`src/rtl/mouse_pkg.sv`:
```
// -----------------------------------------------------------------------------
// mouse_pkg
// Shared definitions for the PS/2 mouse packet decoder:
//   - state_t        : packet assembly states
//   - B0_*           : bit positions inside the first (status) byte of a packet
//   - SCREEN_*/CENTRE_* : playfield limits and power-up cursor position
//   - POS_W          : width of the cursor coordinate outputs
// -----------------------------------------------------------------------------
package mouse_pkg;

  typedef enum logic [1:0] {
    WAIT_B0 = 2'd0,
    WAIT_B1 = 2'd1,
    WAIT_B2 = 2'd2,
    UPDATE  = 2'd3
  } state_t;

  // Status byte layout
  localparam int B0_L    = 0;
  localparam int B0_R    = 1;
  localparam int B0_M    = 2;
  localparam int B0_SYNC = 3;
  localparam int B0_XS   = 4;
  localparam int B0_YS   = 5;
  localparam int B0_XO   = 6;
  localparam int B0_YO   = 7;

  // 1024x768 playfield
  localparam int SCREEN_X_MAX = 1023;
  localparam int SCREEN_Y_MAX = 767;
  localparam int CENTRE_X     = 512;
  localparam int CENTRE_Y     = 384;

  localparam int POS_W = 12;

endpackage

```
`src/rtl/mouse_axis_clamp.sv`:
```
// -----------------------------------------------------------------------------
// mouse_axis_clamp
// Combinational next-position calculation for one cursor axis.
// Adds (or subtracts, when negate is set) a 9-bit two's-complement mouse delta
// to the current position and saturates the result to 0..MAX. When the
// overflow flag from the packet is set the axis simply holds its position.
//
// Parameters:
//   MAX       largest legal position on this axis
// Ports:
//   pos       in  12  current position
//   delta     in   9  signed movement from the packet
//   negate    in   1  subtract delta instead of adding it
//   overflow  in   1  packet overflow flag for this axis
//   next_pos  out 12  saturated next position
// -----------------------------------------------------------------------------
module mouse_axis_clamp
  import mouse_pkg::*;
#(
  parameter int MAX = SCREEN_X_MAX
) (
  input  logic [POS_W-1:0] pos,
  input  logic signed [8:0] delta,
  input  logic              negate,
  input  logic              overflow,
  output logic [POS_W-1:0] next_pos
);

  localparam logic signed [12:0] MAX_S = 13'(MAX);
  localparam logic [POS_W-1:0]    MAX_U = POS_W'(MAX);

  logic signed [12:0] pos_ext;
  logic signed [12:0] delta_ext;
  logic signed [12:0] sum;

  // 13 bits signed covers 0..1023 +/- 256 with room to spare, so the sum
  // never wraps before it is clamped.
  always_comb begin
    pos_ext   = {1'b0, pos};
    delta_ext = {{4{delta[8]}}, delta};
    if (negate) begin
      sum = pos_ext - delta_ext;
    end else begin
      sum = pos_ext + delta_ext;
    end

    if (overflow) begin
      next_pos = pos;
    end else if (sum[12]) begin
      next_pos = '0;
    end else if (sum > MAX_S) begin
      next_pos = MAX_U;
    end else begin
      next_pos = sum[POS_W-1:0];
    end
  end

endmodule

```
`src/rtl/mouse_packet_decoder.sv`:
```
// -----------------------------------------------------------------------------
// mouse_packet_decoder
// Assembles the 3-byte PS/2 mouse packet stream into an absolute cursor
// position saturated to the playfield, plus button states. Feeds the
// board-drawing pipeline in the pclk domain.
//
// Build option:
//   MOUSE_SYNC_CHECK_EN  when defined, a first byte with bit3 = 0 is rejected
//                        (pkt_err pulse, stay waiting for the first byte) so
//                        the stream realigns after a dropped byte.
//
// Ports:
//   pclk          in   1  pixel clock
//   rst           in   1  asynchronous active-high reset
//   rx_data       in   8  byte from the PS/2 receiver
//   rx_valid      in   1  one-cycle strobe qualifying rx_data
//   xpos          out 12  cursor X, 0..X_MAX
//   ypos          out 12  cursor Y, 0..Y_MAX, downward positive
//   mouse_left    out  1  left button from the last complete packet
//   mouse_right   out  1  right button
//   mouse_middle  out  1  middle button
//   pkt_done      out  1  one-cycle pulse when the outputs update
//   pkt_err       out  1  one-cycle pulse on inter-byte timeout / sync reject
// -----------------------------------------------------------------------------
module mouse_packet_decoder
  import mouse_pkg::*;
#(
  parameter int X_MAX       = SCREEN_X_MAX,
  parameter int Y_MAX       = SCREEN_Y_MAX,
  parameter int X_INIT      = CENTRE_X,
  parameter int Y_INIT      = CENTRE_Y,
  parameter int TIMEOUT_CYC = 130000,
  parameter int TO_W        = 18
) (
  input  logic             pclk,
  input  logic             rst,
  input  logic [7:0]       rx_data,
  input  logic             rx_valid,
  output logic [POS_W-1:0] xpos,
  output logic [POS_W-1:0] ypos,
  output logic             mouse_left,
  output logic             mouse_right,
  output logic             mouse_middle,
  output logic             pkt_done,
  output logic             pkt_err
);

  localparam logic [TO_W-1:0] TO_LIMIT = TO_W'(TIMEOUT_CYC);

  state_t           state_q, state_d;
  logic [7:0]       byte0_q, byte0_d;
  logic [7:0]       byte1_q, byte1_d;
  logic [7:0]       byte2_q, byte2_d;
  logic [TO_W-1:0]  to_cnt_q, to_cnt_d;
  logic [POS_W-1:0] xpos_q, xpos_d;
  logic [POS_W-1:0] ypos_q, ypos_d;
  logic             left_q, left_d;
  logic             right_q, right_d;
  logic             middle_q, middle_d;
  logic             pkt_done_q, pkt_done_d;
  logic             pkt_err_q, pkt_err_d;

  logic [POS_W-1:0] x_next;
  logic [POS_W-1:0] y_next;
  logic             sync_ok;

  // Whether a byte arriving while waiting for the first byte may start a packet.
`ifdef MOUSE_SYNC_CHECK_EN
  assign sync_ok = rx_data[B0_SYNC];
`else
  assign sync_ok = 1'b1;
`endif

  // The sync bit carries no data; it only matters for the optional check above.
  logic unused_sync;
  assign unused_sync = byte0_q[B0_SYNC];

  // X moves with the PS/2 delta, Y is inverted because PS/2 Y is up-positive.
  mouse_axis_clamp #(.MAX(X_MAX)) u_clamp_x (
    .pos      (xpos_q),
    .delta    ({byte0_q[B0_XS], byte1_q}),
    .negate   (1'b0),
    .overflow (byte0_q[B0_XO]),
    .next_pos (x_next)
  );

  mouse_axis_clamp #(.MAX(Y_MAX)) u_clamp_y (
    .pos      (ypos_q),
    .delta    ({byte0_q[B0_YS], byte2_q}),
    .negate   (1'b1),
    .overflow (byte0_q[B0_YO]),
    .next_pos (y_next)
  );

  // Next-state logic. A byte that arrives in the same cycle the timeout
  // counter reaches its limit is accepted and no error is raised. UPDATE
  // commits the packet and can already accept the first byte of the next one.
  always_comb begin
    state_d    = state_q;
    byte0_d    = byte0_q;
    byte1_d    = byte1_q;
    byte2_d    = byte2_q;
    to_cnt_d   = '0;
    xpos_d     = xpos_q;
    ypos_d     = ypos_q;
    left_d     = left_q;
    right_d    = right_q;
    middle_d   = middle_q;
    pkt_done_d = 1'b0;
    pkt_err_d  = 1'b0;

    case (state_q)
      WAIT_B0: begin
        if (rx_valid) begin
          if (sync_ok) begin
            byte0_d = rx_data;
            state_d = WAIT_B1;
          end else begin
            pkt_err_d = 1'b1;
          end
        end
      end

      WAIT_B1: begin
        if (rx_valid) begin
          byte1_d = rx_data;
          state_d = WAIT_B2;
        end else if (to_cnt_q == TO_LIMIT) begin
          state_d   = WAIT_B0;
          pkt_err_d = 1'b1;
        end else begin
          to_cnt_d = to_cnt_q + 1'b1;
        end
      end

      WAIT_B2: begin
        if (rx_valid) begin
          byte2_d = rx_data;
          state_d = UPDATE;
        end else if (to_cnt_q == TO_LIMIT) begin
          state_d   = WAIT_B0;
          pkt_err_d = 1'b1;
        end else begin
          to_cnt_d = to_cnt_q + 1'b1;
        end
      end

      UPDATE: begin
        xpos_d     = x_next;
        ypos_d     = y_next;
        left_d     = byte0_q[B0_L];
        right_d    = byte0_q[B0_R];
        middle_d   = byte0_q[B0_M];
        pkt_done_d = 1'b1;
        state_d    = WAIT_B0;
        if (rx_valid) begin
          if (sync_ok) begin
            byte0_d = rx_data;
            state_d = WAIT_B1;
          end else begin
            pkt_err_d = 1'b1;
          end
        end
      end

      default: begin
        state_d = WAIT_B0;
      end
    endcase
  end

  // State and output registers; reset drops any partial packet at once.
  always_ff @(posedge pclk or posedge rst) begin
    if (rst) begin
      state_q    <= WAIT_B0;
      byte0_q    <= '0;
      byte1_q    <= '0;
      byte2_q    <= '0;
      to_cnt_q   <= '0;
      xpos_q     <= POS_W'(X_INIT);
      ypos_q     <= POS_W'(Y_INIT);
      left_q     <= 1'b0;
      right_q    <= 1'b0;
      middle_q   <= 1'b0;
      pkt_done_q <= 1'b0;
      pkt_err_q  <= 1'b0;
    end else begin
      state_q    <= state_d;
      byte0_q    <= byte0_d;
      byte1_q    <= byte1_d;
      byte2_q    <= byte2_d;
      to_cnt_q   <= to_cnt_d;
      xpos_q     <= xpos_d;
      ypos_q     <= ypos_d;
      left_q     <= left_d;
      right_q    <= right_d;
      middle_q   <= middle_d;
      pkt_done_q <= pkt_done_d;
      pkt_err_q  <= pkt_err_d;
    end
  end

  assign xpos         = xpos_q;
  assign ypos         = ypos_q;
  assign mouse_left   = left_q;
  assign mouse_right  = right_q;
  assign mouse_middle = middle_q;
  assign pkt_done     = pkt_done_q;
  assign pkt_err      = pkt_err_q;

endmodule

```
`config.mk`:
```
export PLATFORM = sky130hd
export DESIGN_NAME = mouse_packet_decoder
export DESIGN_NICKNAME = d
export VERILOG_FILES = /design/src/rtl/mouse_pkg.sv /design/src/rtl/mouse_axis_clamp.sv /design/src/rtl/mouse_packet_decoder.sv
export SDC_FILE = /design/constraint.sdc
export NUM_CORES = 1
export LEC_CHECK = 0
export CAP_MARGIN = 25
export CORE_ASPECT_RATIO = 1.75
export CORE_MARGIN = 2
export CORE_UTILIZATION = 60
export DETAILED_ROUTE_END_ITERATION = 12
export DONT_BUFFER_PORTS = 1
export GPL_ROUTABILITY_DRIVEN = 0
export PLACE_DENSITY_LB_ADDON = 0.2
export SYNTH_ARGS = -nofsm -noshare
export SYNTH_HDL_FRONTEND = slang
export SYNTH_SLANG_ARGS = --single-unit
```
`constraint.sdc`:
```
create_clock -name pclk -period 3.2 [get_ports pclk]
set_input_delay 0.64 -clock pclk [delete_from_list [all_inputs] [get_ports pclk]]
set_output_delay 0.64 -clock pclk [all_outputs]
set_load 0.02 [all_outputs]
```
* Word level (Yosys, flattened, before mapping)
Index checks and enable logic that the tools add are counted.
** Storage, ports and cells
- Flip-flop bits (word level) :: 73
- Input bits :: 11
- Logic and storage cells :: 49
** Cells by class
- $add $sub $neg :: 3
- Reductions and logical operators :: 8
- Equality and inequality tests :: 5
- $lt $le $gt $ge :: 2
- Mux-type cells :: 17
- Bitwise operators :: 2
** Operator list (number)
- 18-bit 2-to-1 mux :: 3
- 12-bit 2-to-1 mux :: 4
- 13-bit by 11-bit greater-than comparator with 1-bit output (second input constant) :: 2
- 18-bit by 1-bit adder with 18-bit output (second input constant) :: 1
- 18-bit by 17-bit == test with 1-bit output (second input constant) :: 1
- 13-bit by 9-bit adder with 13-bit output :: 1
- 13-bit by 9-bit subtractor with 13-bit output :: 1
- 2-bit AND reduction :: 5
- 2-bit 2-to-1 mux :: 4
- 2-bit one-hot mux with 4 select lines :: 1
- 2-bit == test (second input constant) :: 2
- 1-bit 2-to-1 mux :: 4
- 2-bit OR reduction :: 2
- 2-bit by 1-bit == test with 1-bit output (second input constant) :: 1
- 2-bit zero test :: 1
- 2-bit inequality test (second input constant) :: 1
- 1-bit inverter :: 2
- 1-bit one-hot mux with 2 select lines :: 1

* Logic depth before layout (Yosys ltp)
- Word-level depth :: 4
- Mapped depth :: 10
- Mapped depth without buffers :: 9

* Hierarchy
Synthesis repeated with hierarchy kept, for this count alone.
** Unflattened totals
- Cells, all modules :: 521
- Area, all modules :: 5166.2 µm²
** Modules (own cells, without submodules)
- mouse_packet_decoder :: seq. area each 1805.5 µm², times used 1, area each 3079.2 µm², cells an instance 233
- mouse_axis_clamp at u_clamp_y :: seq. area each 0.0 µm², times used 1, area each 1052.3 µm², cells an instance 142
- mouse_axis_clamp at u_clamp_x :: seq. area each 0.0 µm², times used 1, area each 1034.7 µm², cells an instance 146

* Worst setup path after synthesis
Ideal clock, no wire load.
- Kind :: reg-to-reg
- Start :: register ypos_q[0] (netlist: ypos[0])
- End :: register ypos_q[8] (netlist: ypos[8])
- Slack :: 615 ps
- Setup time :: 63 ps
- Data arrival time :: 2522 ps
- Stages on the path, launching flop included :: 10
- Path buffers :: 0
- Cell sequence :: dfrtp_1 -> inv_1 -> ha_1 -> fa_1 -> nor2b_4 -> o31a_1 -> o31a_1 -> or4_4 -> a221oi_2 -> a32o_1
** Between the ends
- Word-level cells in the longest chain between the ends :: 4
** Ends and longest elaborated chain
- start, declared :: line mouse_packet_decoder.sv:56 : logic [POS_W-1:0] ypos_q, ypos_d;
- start signal, assigned :: line mouse_packet_decoder.sv:181 : ypos_q <= POS_W'(Y_INIT);
- start signal, assigned :: line mouse_packet_decoder.sv:194 : ypos_q <= ypos_d;
- 13-bit by 9-bit subtractor with 13-bit output * :: line mouse_axis_clamp.sv:42 : sum = pos_ext - delta_ext;
- 13-bit by 11-bit greater-than comparator with 1-bit output :: line mouse_axis_clamp.sv:51 : end else if (sum > MAX_S) begin
- 12-bit 2-to-1 mux :: line mouse_axis_clamp.sv:51
- 12-bit 2-to-1 mux * :: line mouse_axis_clamp.sv:49 : end else if (sum[12]) begin
Mark *: on every way between the ends. The rest lies on a longest branch, timed or not.
A chain may end at the register's enable or synchronous reset.

* Worst setup path in the final report
- Start :: register xpos_q[1] (netlist: xpos[1])
- End :: register xpos_q[7] (netlist: xpos[7])
** Between the ends
- Word-level cells in the longest chain between the ends :: 4
** Ends and longest elaborated chain
- start, declared :: line mouse_packet_decoder.sv:55 : logic [POS_W-1:0] xpos_q, xpos_d;
- start signal, assigned :: line mouse_packet_decoder.sv:180 : xpos_q <= POS_W'(X_INIT);
- start signal, assigned :: line mouse_packet_decoder.sv:193 : xpos_q <= xpos_d;
- 13-bit by 9-bit adder with 13-bit output * :: line mouse_axis_clamp.sv:44 : sum = pos_ext + delta_ext;
- 13-bit by 11-bit greater-than comparator with 1-bit output :: line mouse_axis_clamp.sv:51
- 12-bit 2-to-1 mux :: line mouse_axis_clamp.sv:51
- 12-bit 2-to-1 mux * :: line mouse_axis_clamp.sv:49
Marked as above.

==> key figures <==
Logic synthesis
  • Post-synth ARST share: 1.00
  • Mapped Area: 0.00439 mm²
  • #FFs+latches synth: 72
  • Top_reg_cell synth: dfrtp_1
  • Synth unique cells: 60
  • EDFF count, synth: 0
  • Number of warnings issued by yosys: 0
  • Synth area leaders: dfrtp_1 39%, ha_1 8.8%, mux2_2 6.9%
  • Syn Area/Cell: ~10 µm²
  • Mapped Cells: 440
  • Most frequent cells after synthesis: 69 x dfrtp_1, 38 x nor2_1, 34 x nand2_1
  • Top cell type's share of synthesized area: 0.393
  • Cell taking the most area after synthesis: dfrtp_1
  • Top-count cell post-synth: dfrtp_1
  • Syn_nets: 484
  • Register area share after synthesis: 0.411

Timing
  • Max Clk Rate: 0.340 GHz
  • Fin. max-slew vios: 0
  • Fin Clk Skew: between 0.007 and 0.008 ns
  • Final hold violation count: 0
  • Unrepaired setup endpoints after global routing: false
  • Fin Hold WS: 0.289 ns
  • Worst-Margin Slew: between 0.7 and 0.8 ns
  • Fin Setup TNS: 0 ns
  • Tcrit/Tclk final: 0.920
  • Endpoints failing setup: 0
  • Final min period: 2.95 ns
  • Slew headroom: 0.517

Worst hold path
  • Worst hold-check path type: in2async

Finish
  • Ratio of cells with drive above 1 in the final layout: 0.138
  • Synthesis-to-layout area growth: 10.1%
  • Fill cells: between 500 and 600
  • N_diodes: 0
  • Final core occ: 0.678
  • Nets@finish: 489

Critical path
  • CP arrival: 3.13 ns
  • Critical path peak fanout: 10
  • CP Class: reg2reg
  • Worst Setup End Kind: flop
  • Startpoint Class: flop
  • Reg2reg setup slack: between 0.2 and 0.3 ns
  • Critical Path RT: 3.38 ns
  • Worst r2r path cells: 7

CTS
  • Max clock buf depth: 2
  • Clk_lat worst skew: 0.34 ns
  • Setup Buffers After CTS: 0
  • H-tree Lvls: 3
  • CTS Root Cell: clkbuf_16
  • CTS Sinks: just over 70
  • Worst-path clk slew: ~0.060 ns
  • TritonCTS clock tree: yes
  • Cts bufs inserted: 9

Floorplanning
  • Core area: 0.00713 mm²
  • Initial Util: 0.616
  • Die X: 68.7 µm
  • Die area: 0.00804 mm²
  • Row count: 41
  • DIE HEIGHT: between 100 and 150 µm
  • # IOs: 40

Route
  • Detailed-route via count: 3,358
  • Drt via density: 6.26
  • DRT Wirelength: 10.1 mm
  • ANT nets after route: 0
  • Starting DRT DRC Count: 136
  • Residual DRC: 0
  • WL per Instance: 18.9 µm
  • DR pass1 iterations: 4

Global route
  • Global route overflow: 0
  • Largest net degree at the start of global routing: 42
  • Gr usage total: 0.274
  • Vias in the first global route: between 3,000 and 4,000
  • First-pass GRT wire length: 16.1 mm
  • Initial antenna violation count: 0

Power
  • Cell Pwr Density: 1150 mW/mm²
  • Leakage: around 2.1 nW
  • Worst vdd ir: 0.571 mV
  • Design Power: ~5.6 mW

Flow run
  • Max cap viols: 0

Placed design
  • Buffers on Ports: 0
  • Post-DP HPWL: 7.28 mm

Status
  • Run status: finished clean
state kept, by name, summed over array words and instances (netlist names):
| register | flops |
|---|---|
| xpos | 12 |
| pkt_done | 1 |
| state_q | 2 |
| to_cnt_q | 18 |
| mouse_left | 1 |
| byte1_q | 8 |
| byte0_q | 7 |
| pkt_err | 1 |
| mouse_right | 1 |
| byte2_q | 8 |
| mouse_middle | 1 |
| ypos | 12 |
metrics by stage:
stage,instance area (µm²),setup slack (ns),cells
2_1_floorplan,4390,0.615,440
3_3_place_gp,4500,0.440,520
3_5_place_dp,4500,0.269,520
4_1_cts,4830,0.252,536
5_1_grt,4830,0.0311,536
6_report,4830,0.255,536
layer usage:
metal	global-route usage	share of wire
met2	0.498	0.54
met4	0.144	0.036
met3	0.0727	0.042
met1	0.272	0.38
met5	0	0
cells by family (layout without fill, tap and decap cells):
| family | count (synthesis) | after routing | synth area share |
|---|---|---|---|
| adders and majority gates | 33 | 33 | 0.0975 |
| muxes | 30 | 30 | 0.0761 |
| xor gates and xnor gates | 25 | 25 | 0.0499 |
| AOI/OAI and AO/OA | 107 | 107 | 0.177 |
| buffers and inverters | 37 | 47 | 0.0325 |
| and+or+nand+nor | 136 | 136 | 0.156 |
| DFF | 72 | 72 | 0.411 |
final cells by class:
cell class                      instances  area (µm²)  share of cell area
Multi-Input combinational cell        331        2440               0.506
Timing Repair Buffer                    4        42.5             0.00880
Tap cell                               86         108              0.0223
Inverter                               27         101              0.0210
Clock inverter                          6        91.3              0.0189
Sequential cell                        72        1810               0.374
Clock buffer                           10         239              0.0495
critical path, cell delays in order (launching register included):
cell	delay, ns
dfrtp_1	0.49
ha_1	0.37
a211oi_1	0.36
o21ai_0	0.22
a311o_1	0.39
o221a_2	0.29
a31oi_2	0.51
a22oi_1	0.16
cells in the final DEF, fill, tap and decap left out, types with 3 or more instances in the layout:
master,count
dfstp_2,3
ha_1,31
a21oi_1,20
o31a_1,4
mux2_2,27
o211ai_1,3
and2_1,6
xnor2_1,13
o31ai_1,3
o21a_1,7
a41oi_1,3
nand2_1,34
nor2b_1,4
a211oi_1,9
a32oi_1,7
dfrtp_1,69
nor2_1,38
nand3_1,9
a21o_1,3
or3_1,8
a22oi_1,11
nand2b_1,9
o21ai_0,16
buf_4,3
nand4_1,3
nor3_1,8
inv_1,26
xor2_1,12
clkbuf_16,9
power breakdown:
group / switching [mW] / leakage, nW / internal [mW] / total, mW
sequential: 0.431 / 0.922 / 1.22 / 1.65
combinational: 1.58 / 1.05 / 1.21 / 2.79
clock: 0.411 / 0.163 / 0.708 / 1.12
total: 2.42 / 2.14 / 3.14 / 5.56
path summary, 6_finish.rpt:
check                                  end  startpoint
worst max-delay path               xpos[7]     xpos[1]
worst min-delay path            mouse_left         rst
worst max register to register     xpos[7]     xpos[1]
worst min register to register  byte0_q[6]  byte0_q[6]
max in group asynchronous          xpos[9]         rst
min in group pclk                  pkt_err    rx_valid
timing repair:
| action | in CTS | in global routing |
|---|---|---|
| endpoints found under the setup margin | 0 | 1 |
| resized for setup | 0 | 1 |
| hold buffers | 0 | 0 |
No activity file was read; power rests on OpenSTA's default activity.
